[src/rtl/robo_navegador.sv]
// Wall-following navigation controller for the maze robot.
// Moore commands are decoded from the registered state; watchdog, rubble and step counters sit alongside.
module robo_navegador #(
  parameter int RUBBLE_CYCLES = 4,
  parameter int MAX_TRIES     = 3,
  parameter int MAX_TURNS     = 4,
  parameter int STEP_W        = 8
) (
  input  logic              clock,
  input  logic              reset,
  input  logic              start,
  input  logic              wall_sel,
  input  logic              head,
  input  logic              side,
  input  logic              under,
  input  logic              rubble,
  output logic              avancar,
  output logic              girar,
  output logic              dir_giro,
  output logic              recolher_entulho,
  output logic              preso,
  output logic [2:0]        estado,
  output logic [STEP_W-1:0] passos
);

  localparam logic [2:0] S_STANDBY      = 3'd0;
  localparam logic [2:0] S_AVANCANDO    = 3'd1;
  localparam logic [2:0] S_ROTACIONANDO = 3'd2;
  localparam logic [2:0] S_RET_ENTULHO  = 3'd3;
  localparam logic [2:0] S_GIRO_LADO    = 3'd4;
  localparam logic [2:0] S_PRESO        = 3'd5;

  localparam int TW = $clog2(MAX_TURNS + 1);
  localparam int RW = (RUBBLE_CYCLES > 1) ? $clog2(RUBBLE_CYCLES) : 1;
  localparam int YW = (MAX_TRIES > 1) ? $clog2(MAX_TRIES) : 1;

  localparam logic [TW-1:0]     TURN_FULL = TW'(MAX_TURNS);
  localparam logic [RW-1:0]     RUB_LAST  = RW'(RUBBLE_CYCLES - 1);
  localparam logic [YW-1:0]     TRY_LAST  = YW'(MAX_TRIES - 1);
  localparam logic [STEP_W-1:0] STEP_MAX  = {STEP_W{1'b1}};

  logic [2:0]        r_state;
  logic [2:0]        w_next;
  logic              r_wall_lat;
  logic [TW-1:0]     r_turn_cnt;
  logic [RW-1:0]     r_rub_cnt;
  logic [YW-1:0]     r_try_cnt;
  logic [STEP_W-1:0] r_passos;
  logic              w_turn_full;
  logic              w_rub_last;
  logic              w_try_last;
  logic              w_next_is_turn;
  logic              w_stay_ret;

  // Priority decision; a turn chosen with the watchdog exhausted becomes PRESO.
  function automatic logic [2:0] f_decide(
    input logic a_under,
    input logic a_rubble,
    input logic a_side,
    input logic a_head,
    input logic a_side_rule,
    input logic a_turn_full
  );
    logic [2:0] v;
    if (a_under) begin
      v = S_STANDBY;
    end else if (a_rubble) begin
      v = S_RET_ENTULHO;
    end else if (a_side_rule && !a_side) begin
      v = S_GIRO_LADO;
    end else if (a_head) begin
      v = S_ROTACIONANDO;
    end else begin
      v = S_AVANCANDO;
    end
    if ((v == S_ROTACIONANDO || v == S_GIRO_LADO) && a_turn_full) begin
      v = S_PRESO;
    end else begin
      v = v;
    end
    return v;
  endfunction

  assign w_turn_full    = (r_turn_cnt >= TURN_FULL);
  assign w_rub_last     = (r_rub_cnt == RUB_LAST);
  assign w_try_last     = (r_try_cnt == TRY_LAST);
  assign w_next_is_turn = (w_next == S_ROTACIONANDO) || (w_next == S_GIRO_LADO);
  assign w_stay_ret     = (r_state == S_RET_ENTULHO) && (w_next == S_RET_ENTULHO);

  // State register.
  always_ff @(posedge clock or posedge reset) begin
    if (reset) begin
      r_state <= S_STANDBY;
    end else begin
      r_state <= w_next;
    end
  end

  // Next-state logic; the side rule is only honoured while advancing.
  always_comb begin
    w_next = r_state;
    case (r_state)
      S_STANDBY: begin
        if (start) begin
          w_next = f_decide(under, rubble, side, head, 1'b0, w_turn_full);
        end else begin
          w_next = S_STANDBY;
        end
      end
      S_AVANCANDO: begin
        w_next = f_decide(under, rubble, side, head, 1'b1, w_turn_full);
      end
      S_ROTACIONANDO, S_GIRO_LADO: begin
        w_next = f_decide(under, rubble, side, head, 1'b0, w_turn_full);
      end
      S_RET_ENTULHO: begin
        if (under) begin
          w_next = S_STANDBY;
        end else if (!w_rub_last) begin
          w_next = S_RET_ENTULHO;
        end else if (!rubble) begin
          w_next = f_decide(under, rubble, side, head, 1'b0, w_turn_full);
        end else if (w_try_last) begin
          w_next = S_PRESO;
        end else begin
          w_next = S_RET_ENTULHO;
        end
      end
      S_PRESO: begin
        if (start) begin
          w_next = S_STANDBY;
        end else begin
          w_next = S_PRESO;
        end
      end
      default: begin
        w_next = S_STANDBY;
      end
    endcase
  end

  // Watchdog, rubble timers, latched wall side and saturating step counter.
  always_ff @(posedge clock or posedge reset) begin
    if (reset) begin
      r_wall_lat <= 1'b0;
      r_turn_cnt <= '0;
      r_rub_cnt  <= '0;
      r_try_cnt  <= '0;
      r_passos   <= '0;
    end else begin
      if (r_state == S_STANDBY && start) begin
        r_wall_lat <= wall_sel;
      end else begin
        r_wall_lat <= r_wall_lat;
      end

      if (w_next_is_turn) begin
        r_turn_cnt <= r_turn_cnt + TW'(1);
      end else if (w_next == S_AVANCANDO || w_next == S_STANDBY) begin
        r_turn_cnt <= '0;
      end else begin
        r_turn_cnt <= r_turn_cnt;
      end

      // Timers run only while staying in collection; any entry starts from zero.
      if (w_stay_ret && w_rub_last) begin
        r_rub_cnt <= '0;
        r_try_cnt <= r_try_cnt + YW'(1);
      end else if (w_stay_ret) begin
        r_rub_cnt <= r_rub_cnt + RW'(1);
        r_try_cnt <= r_try_cnt;
      end else begin
        r_rub_cnt <= '0;
        r_try_cnt <= '0;
      end

      if (r_state == S_AVANCANDO && r_passos != STEP_MAX) begin
        r_passos <= r_passos + STEP_W'(1);
      end else begin
        r_passos <= r_passos;
      end
    end
  end

  // Moore command decode.
  always_comb begin
    avancar          = 1'b0;
    girar            = 1'b0;
    dir_giro         = 1'b0;
    recolher_entulho = 1'b0;
    preso            = 1'b0;
    case (r_state)
      S_AVANCANDO: begin
        avancar = 1'b1;
      end
      S_ROTACIONANDO: begin
        girar    = 1'b1;
        dir_giro = ~r_wall_lat;
      end
      S_GIRO_LADO: begin
        girar    = 1'b1;
        dir_giro = r_wall_lat;
      end
      S_RET_ENTULHO: begin
        recolher_entulho = 1'b1;
      end
      S_PRESO: begin
        preso = 1'b1;
      end
      default: begin
        avancar = 1'b0;
      end
    endcase
  end

  assign estado = r_state;
  assign passos = r_passos;

endmodule

[config.mk]
export PLATFORM = sky130hd
export DESIGN_NAME = robo_navegador
export DESIGN_NICKNAME = d
export VERILOG_FILES = /design/src/rtl/robo_navegador.sv
export SDC_FILE = /design/constraint.sdc
export NUM_CORES = 1
export LEC_CHECK = 0
export ABC_CLOCK_PERIOD_IN_PS = 1800
export CORE_ASPECT_RATIO = 1.4
export CORE_UTILIZATION = 45
export DETAILED_ROUTE_END_ITERATION = 8
export GPL_TIMING_DRIVEN = 1
export HOLD_SLACK_MARGIN = 0.05
export PLACE_DENSITY = 0.83
export SLEW_MARGIN = 20
export SYNTH_ARGS = -nofsm -noshare
export SYNTH_HDL_FRONTEND = slang
export SYNTH_SLANG_ARGS = --single-unit
export TNS_END_PERCENT = 1
[constraint.sdc]
create_clock -name clock -period 1.8 [get_ports clock]
set_input_delay 0.36 -clock clock [delete_from_list [all_inputs] [get_ports clock]]
set_output_delay 0.36 -clock clock [all_outputs]
set_load 0.05 [all_outputs]
==> impl_results.md <==
- Area contributors post-synth: dfrtp_1, ha_1, nor2_1
- EDFF count, synth: 0
- First-pass DRT Iterations: 6
- Combinational Power Share: 0.570
- Syn_nets: 127
- Chip height: 60.8 um
- Clock buffer depth: 2
- Setup violations, final: 6
- Final count of hold timing violations: 0
- Post-DP HPWL: 1960 um
- Seq/Total Area, Yosys: 0.428
- Hold_ws: 0.371 ns
- Adder-cell share of the synthesized area: 0.0564
- CTS tree: yes
- Max_slew headroom: 0.717
- Clk pwr share: 0.107
- Max Slew Vio Count: 0
- Largest family of logic cells by synthesized area: simple AND/OR/NAND/NOR gates
- Vias in the first global route: 1032
- Initial antenna violation count: 0
- # diodes: 0
- Routed Antenna Nets: 0
- Post-synthesis xor/xnor area fraction: 0.0710
- Place WS: -0.290 ns
- Die W: 44.0 um
- Clock sink count: 19
- Fmax: 0.536 GHz
- Asr flop ratio synth: 1.00
- Top FF cell, synth: dfrtp_1
- Sequential Power Share: 0.324
- P_leak: 0.739 nW
- Hold bufs inserted after CTS: 0
- Status: finished with violations
- Most common cell after layout, fill and taps aside: buf_4
- Complex-gate fraction of the synthesized area: 0.129
- Initial core utilization: 0.493
- Htree depth: 1
- Measured slew at the worst slew-check pin: 0.424 ns
- Routed wire length: 2630 um
- Max VDD drop: 780 uV
- Synth top area share: 0.428
- Area Growth Syn to Fin: 45.2%
- DR vias/cell: 5.61
- Avg WL per Cell: 14.7 um
- WP data arrival: 1.50 ns
- Fraction of the mapped netlist area in simple logic gates: 0.218
- Boundary Pins: 24
- Synth cell types: 37
- Final-layout fill cell count: 162
- Failing checks: DRC, setup timing
- Register area: 479 um^2
- Synthesis Warnings: 0
- Clk root buf: clkbuf_4
- Core Area: 2250 um^2
- Final worst clock skew: 0.000523 ns
- Period utilisation layout: 1.04
- Setup WS post-layout: -0.0643 ns
- Latest clock arrival within the worst-skew pair: 0.30 ns
- GRT Overall Usage: 0.232
- Crit Path Class: register to output port
- Total grt overflow: 0
- Startpoint types: register
- Post-route DRC: 3
- Via count: 1004
- Die area: 2670 um^2
- First-pass GRT wire length: 4490 um
- Hold Path Class: input pin to async pin
- Total of max-cap violations: 0
- Leading cell types in the layout, fill and taps excluded: buf_4, dfrtp_1, nor2_1
- Net Sw Power: 0.902 mW
- Post-Syn Instances: 114
- Iter 0 DRT Violations: 7
- Cell Pwr Density: 1250 nW/um^2
- Crit end category: output port
- Post-synth top area cell: dfrtp_1
- Input/output buffers: 23
- Ratio of cells with drive above 1 in the final layout: 0.350
- Mapped cell area: 1110 um^2
- P_int: 1.10 mW
- Syn avg cell area: 9.74 um^2
- Crit-path max FO: 3
- Largest net degree at the start of global routing: 20
- CP required: 1.44 ns
- RSZ-0062 raised after global routing: yes
- Min Clock Period, post-route: 1.86 ns
- Sw frac: 0.450
- Multi-input logic area: 629 um^2
- Num CTS Buffers: 3
- Flop and latch count out of synthesis: 19
- Mux share of post-synthesis cell area: 0.0496
- Layout Nets: 171
- Floorplan row count: 20
- Reg clk slew, reported paths: 0.10 ns
- RD Place Congestion: 0.844
==> layer usage <==
layer  GRT usage  part of all wire  vias up
met5           0                 0        -
met1       0.243              0.37      477
met4       0.139             0.032        0
li1            -                 -      486
met2       0.433              0.55       32
met3      0.0357             0.048        9
==> Yosys cell counts, drive strengths merged (3+ instances only) <==
master,n
xnor2,5
o21ai,3
ha,5
nand2b,3
a21oi,7
mux2,4
dfrtp,19
nor2,14
nand2,7
nor3,4
inv,9
xor2,4
nand3,3
==> critical path, cell delays in order (launching register included) <==
cell and delay [ns]:
dfrtp_2 0.44, or2b_1 0.24, mux2_4 0.28, nor2_4 0.10, buf_12 0.14
==> registers in the layout, summed over array words and instances (netlist names) <==
| name | cells |
|---|---|
| estado | 3 |
| passos | 8 |
| r_rub_cnt | 2 |
| r_try_cnt | 2 |
| r_turn_cnt | 3 |
| r_wall_lat | 1 |
==> repair_timing <==
action	4_1_cts	5_1_grt
pin swaps	1	1
setup endpoints to repair	6	13
gates resized for setup	0	7
setup buffers	6	0
==> stage by stage <==
stage	std cells	power, mW	area [um^2]	setup TNS (ns)	util
after global placement	169	1.69	1510	-1.36	0.672
final	179	2.01	1610	-0.152	0.716
after CTS	179	1.99	1580	-0.219	0.703
after floorplan	114	1.34	1150	-1.19	-
after global routing	179	2.12	1610	-0.721	0.716
after detailed placement	169	1.73	1510	-1.56	0.672
==> power by group through the flow <==
stage,logic (mW),registers [mW],clock network [mW]
floorplan,0.446,0.890,0
global placement,1.03,0.660,0
detailed placement,1.06,0.673,0
CTS,1.13,0.646,0.217
global route,1.21,0.667,0.240
finish,1.14,0.650,0.214
==> area by class of cell <==
type                    instances  share of cell area
clock buffers                   4              0.0163
inverters                       9              0.0210
multi-input cells              83               0.391
flip-flops and latches         19               0.297
well taps                      22              0.0171
repair buffers                 42               0.258
==> worst paths after layout <==
kind | startpoint | to | slack [ns] | cells past startpoint
worst max-delay path | estado[2]$_DFF_PP0_ | dir_giro | -0.06 | 4
worst min-delay path | reset | passos[3]$_DFFE_PP0P_ | 0.37 | 3
worst max register to register | estado[2]$_DFF_PP0_ | r_turn_cnt[0]$_DFFE_PP0P_ | -0.02 | 6
worst min register to register | r_rub_cnt[0]$_DFF_PP0_ | r_rub_cnt[0]$_DFF_PP0_ | 0.46 | 1
max in group asynchronous | reset | estado[0]$_DFF_PP0_ | 1.22 | 3
min in group clock | r_rub_cnt[0]$_DFF_PP0_ | r_rub_cnt[0]$_DFF_PP0_ | 0.46 | 1
==> kinds of logic (layout without fill, tap and decap cells) <==
kind of cell             count (synthesis)  count (layout)
AND/OR/NAND/NOR                         45              45
adder cells (fa/ha/maj)                  5               5
buffers and inverters                   12              55
multiplexers                             5               5
XOR/XNOR                                 9               9
flip-flops                              19              19
AO/OA/AOI/OAI                           19              19
Note: power is estimated with default switching activity, not from simulation.
==> patch (same flow settings) <==
Put one more register stage on the output `estado`, cleared by the reset. The value now appears one clock later. The other outputs are not delayed to match.
--- a/src/rtl/robo_navegador.sv
+++ b/src/rtl/robo_navegador.sv
@@ -213,7 +213,13 @@
     endcase
   end
 
-  assign estado = r_state;
+  always_ff @(posedge clock or posedge reset) begin
+    if (reset) begin
+      estado <= '0;
+    end else begin
+      estado <= r_state;
+    end
+  end
   assign passos = r_passos;
 
 endmodule
Function: changed (Yosys sat finds a counterexample within 4 cycles, from zero or initial values and one cycle with reset high).
==> patch against the original RTL <==
- wire length fell by 0.69%
- critical endpoint unchanged
- largest cell class unchanged
- area after synthesis rose by 11%
- sequential cell count rose by 3
- final cell count rose by 8.9%
- final area rose by 9.2%
- core utilization fell by 4.3 points
- worst setup slack improved by 0.067 ns
- via count rose by 2.0%
- total power rose by 24%
- critical path type unchanged
- highest routed layer unchanged
- first-iteration DRC count rose to 4.1 times the old value
- largest power group unchanged
==> patch: results <==
export IMPL_grt_overflow=0
export IMPL_wl_per_cell_um=13.37
export IMPL_vias_per_cell=5.251
export IMPL_wl_um=2608
export IMPL_r2r_start="r_state[1]"
export IMPL_ys_flop_type="dfrtp_1"
export IMPL_drt_first_pass_iters=4
export IMPL_drive_above_1_share_pct=40.25
export IMPL_async_reset_ff_share_pct=100.0
export IMPL_nFillCells=207
export IMPL_synth_area_leaders="dfrtp_1 (45%), xnor2_1 (6.4%), ha_1 (5.1%)"
export IMPL_arrival_ns=1.44
export IMPL_synthTopCellsByCount="dfrtp_1 (22), inv_1 (10), nand2_1 (9), xnor2_1 (9), nor2_1 (8)"
export IMPL_worstSkewPairLatency_ns=0.31
export IMPL_leakage_nw=0.7931
export IMPL_cts_root_buf="clkbuf_4"
export IMPL_nets=173
export IMPL_yosysWarnings=0
export IMPL_hpwl_um=1937
export IMPL_largest_reg_flops=8
export IMPL_grt_max_degree=23
export IMPL_vdd_drop_max_uv=1102
export IMPL_postPlaceCellArea_um2=1580
export IMPL_min_path_type="input port to async pin"
export IMPL_h_tree_depth=1
export IMPL_drtIter0Drc=29
export IMPL_fin_skew_ns=0.006996
export IMPL_antenna_found_initial=0
export IMPL_place_gp_congestion=0.8488
export IMPL_dpl_cell_count=183
export IMPL_grt_pass1_wl_um=4436
export IMPL_num_antenna_cells=0
export IMPL_grt_use_total_pct=20.34
export IMPL_ys_seq_area_share_pct=44.85
export IMPL_startpoint="r_state[2]"
export IMPL_clock_path_buffers=2
export IMPL_ys_types=42
export IMPL_clk_pin_slew_ns=0.12
export IMPL_worst_path_max_fanout=4
export IMPL_status="complete, no violations"
export IMPL_grt_pass1_vias=1084
export IMPL_synthCells=118
export IMPL_synth_nets=131
export IMPL_relSlewSlack_pct=71.87
export IMPL_portBuffers=23
patch: cell count changes after synthesis, sizes merged, moves of 3 or more:
| cell | before | now |
|---|---|---|
| xnor2 | 5 | 9 |
| nor2 | 14 | 8 |
| xor2 | 4 | 1 |
| dfrtp | 19 | 22 |
patch: critical path: stages (launching register included):
cell     delay, ns
dfrtp_2       0.44
inv_2         0.08
nand2_2       0.08
mux2_4        0.29
nor2_4        0.10
buf_12        0.14
patch: where the power goes:
group | total (mW) | leakage, nW | internal (mW) | switching, mW
Clock | 0.369 | 0.0279 | 0.225 | 0.143
Combinational | 1.34 | 0.479 | 0.590 | 0.752
Sequential | 0.777 | 0.286 | 0.622 | 0.155
patch: layout make-up:
type,instances,area share [%]
multi-input combinational,82,38.55
sequential,22,31.51
timing repair buffer,41,22.26
tap,36,2.560
inverter,10,2.134
clock inverter,1,1.707
clock buffer,3,1.280
patch: routing by layer:
layer  vias to the layer above  wire length [um]  track usage [%]
li1                        487                 -                -
met1                       501               949            22.57
met2                        31              1528            37.50
met3                         5                88            2.260
met4                         0                41            6.985
met5                         -                 0                0
patch: through the flow:
stage          utilization (%)  worst slack [ns]
3_3_place_gp             60.43           -0.1649
3_5_place_dp             60.43           -0.2606
5_1_grt                  67.27          -0.05391
6_report                 67.27          0.002735
4_1_cts                  64.45          -0.02288
2_1_floorplan                -           -0.1314
patch: kinds of logic after synthesis:
logic type               synth area share [%]
adder cells (fa/ha/maj)                 5.097
XOR/XNOR                                7.136
AO/OA/AOI/OAI                           13.25
multiplexers                            4.383
flip-flops                              44.85
AND/OR/NAND/NOR                         19.88
buffers and inverters                   5.402
patch: path summary, 6_finish.rpt:
kind                            cells past startpoint       endpoint  slack [ns]
worst max-delay path                                5       dir_giro       0.003
worst min-delay path                                3      estado[1]        0.36
worst max register to register                      6  r_turn_cnt[1]        0.09
worst min register to register                      1   r_rub_cnt[0]        0.45
max in group asynchronous                           3     r_state[0]        1.21
min in group clock                                  1   r_rub_cnt[0]        0.45
patch: repair_timing:
action	CTS	global route
hold endpoints to repair	0	0
hold buffers	0	0
endpoints found under the setup margin	8	8
setup buffers	4	4
pin swaps	2	3
resized for setup	8	10
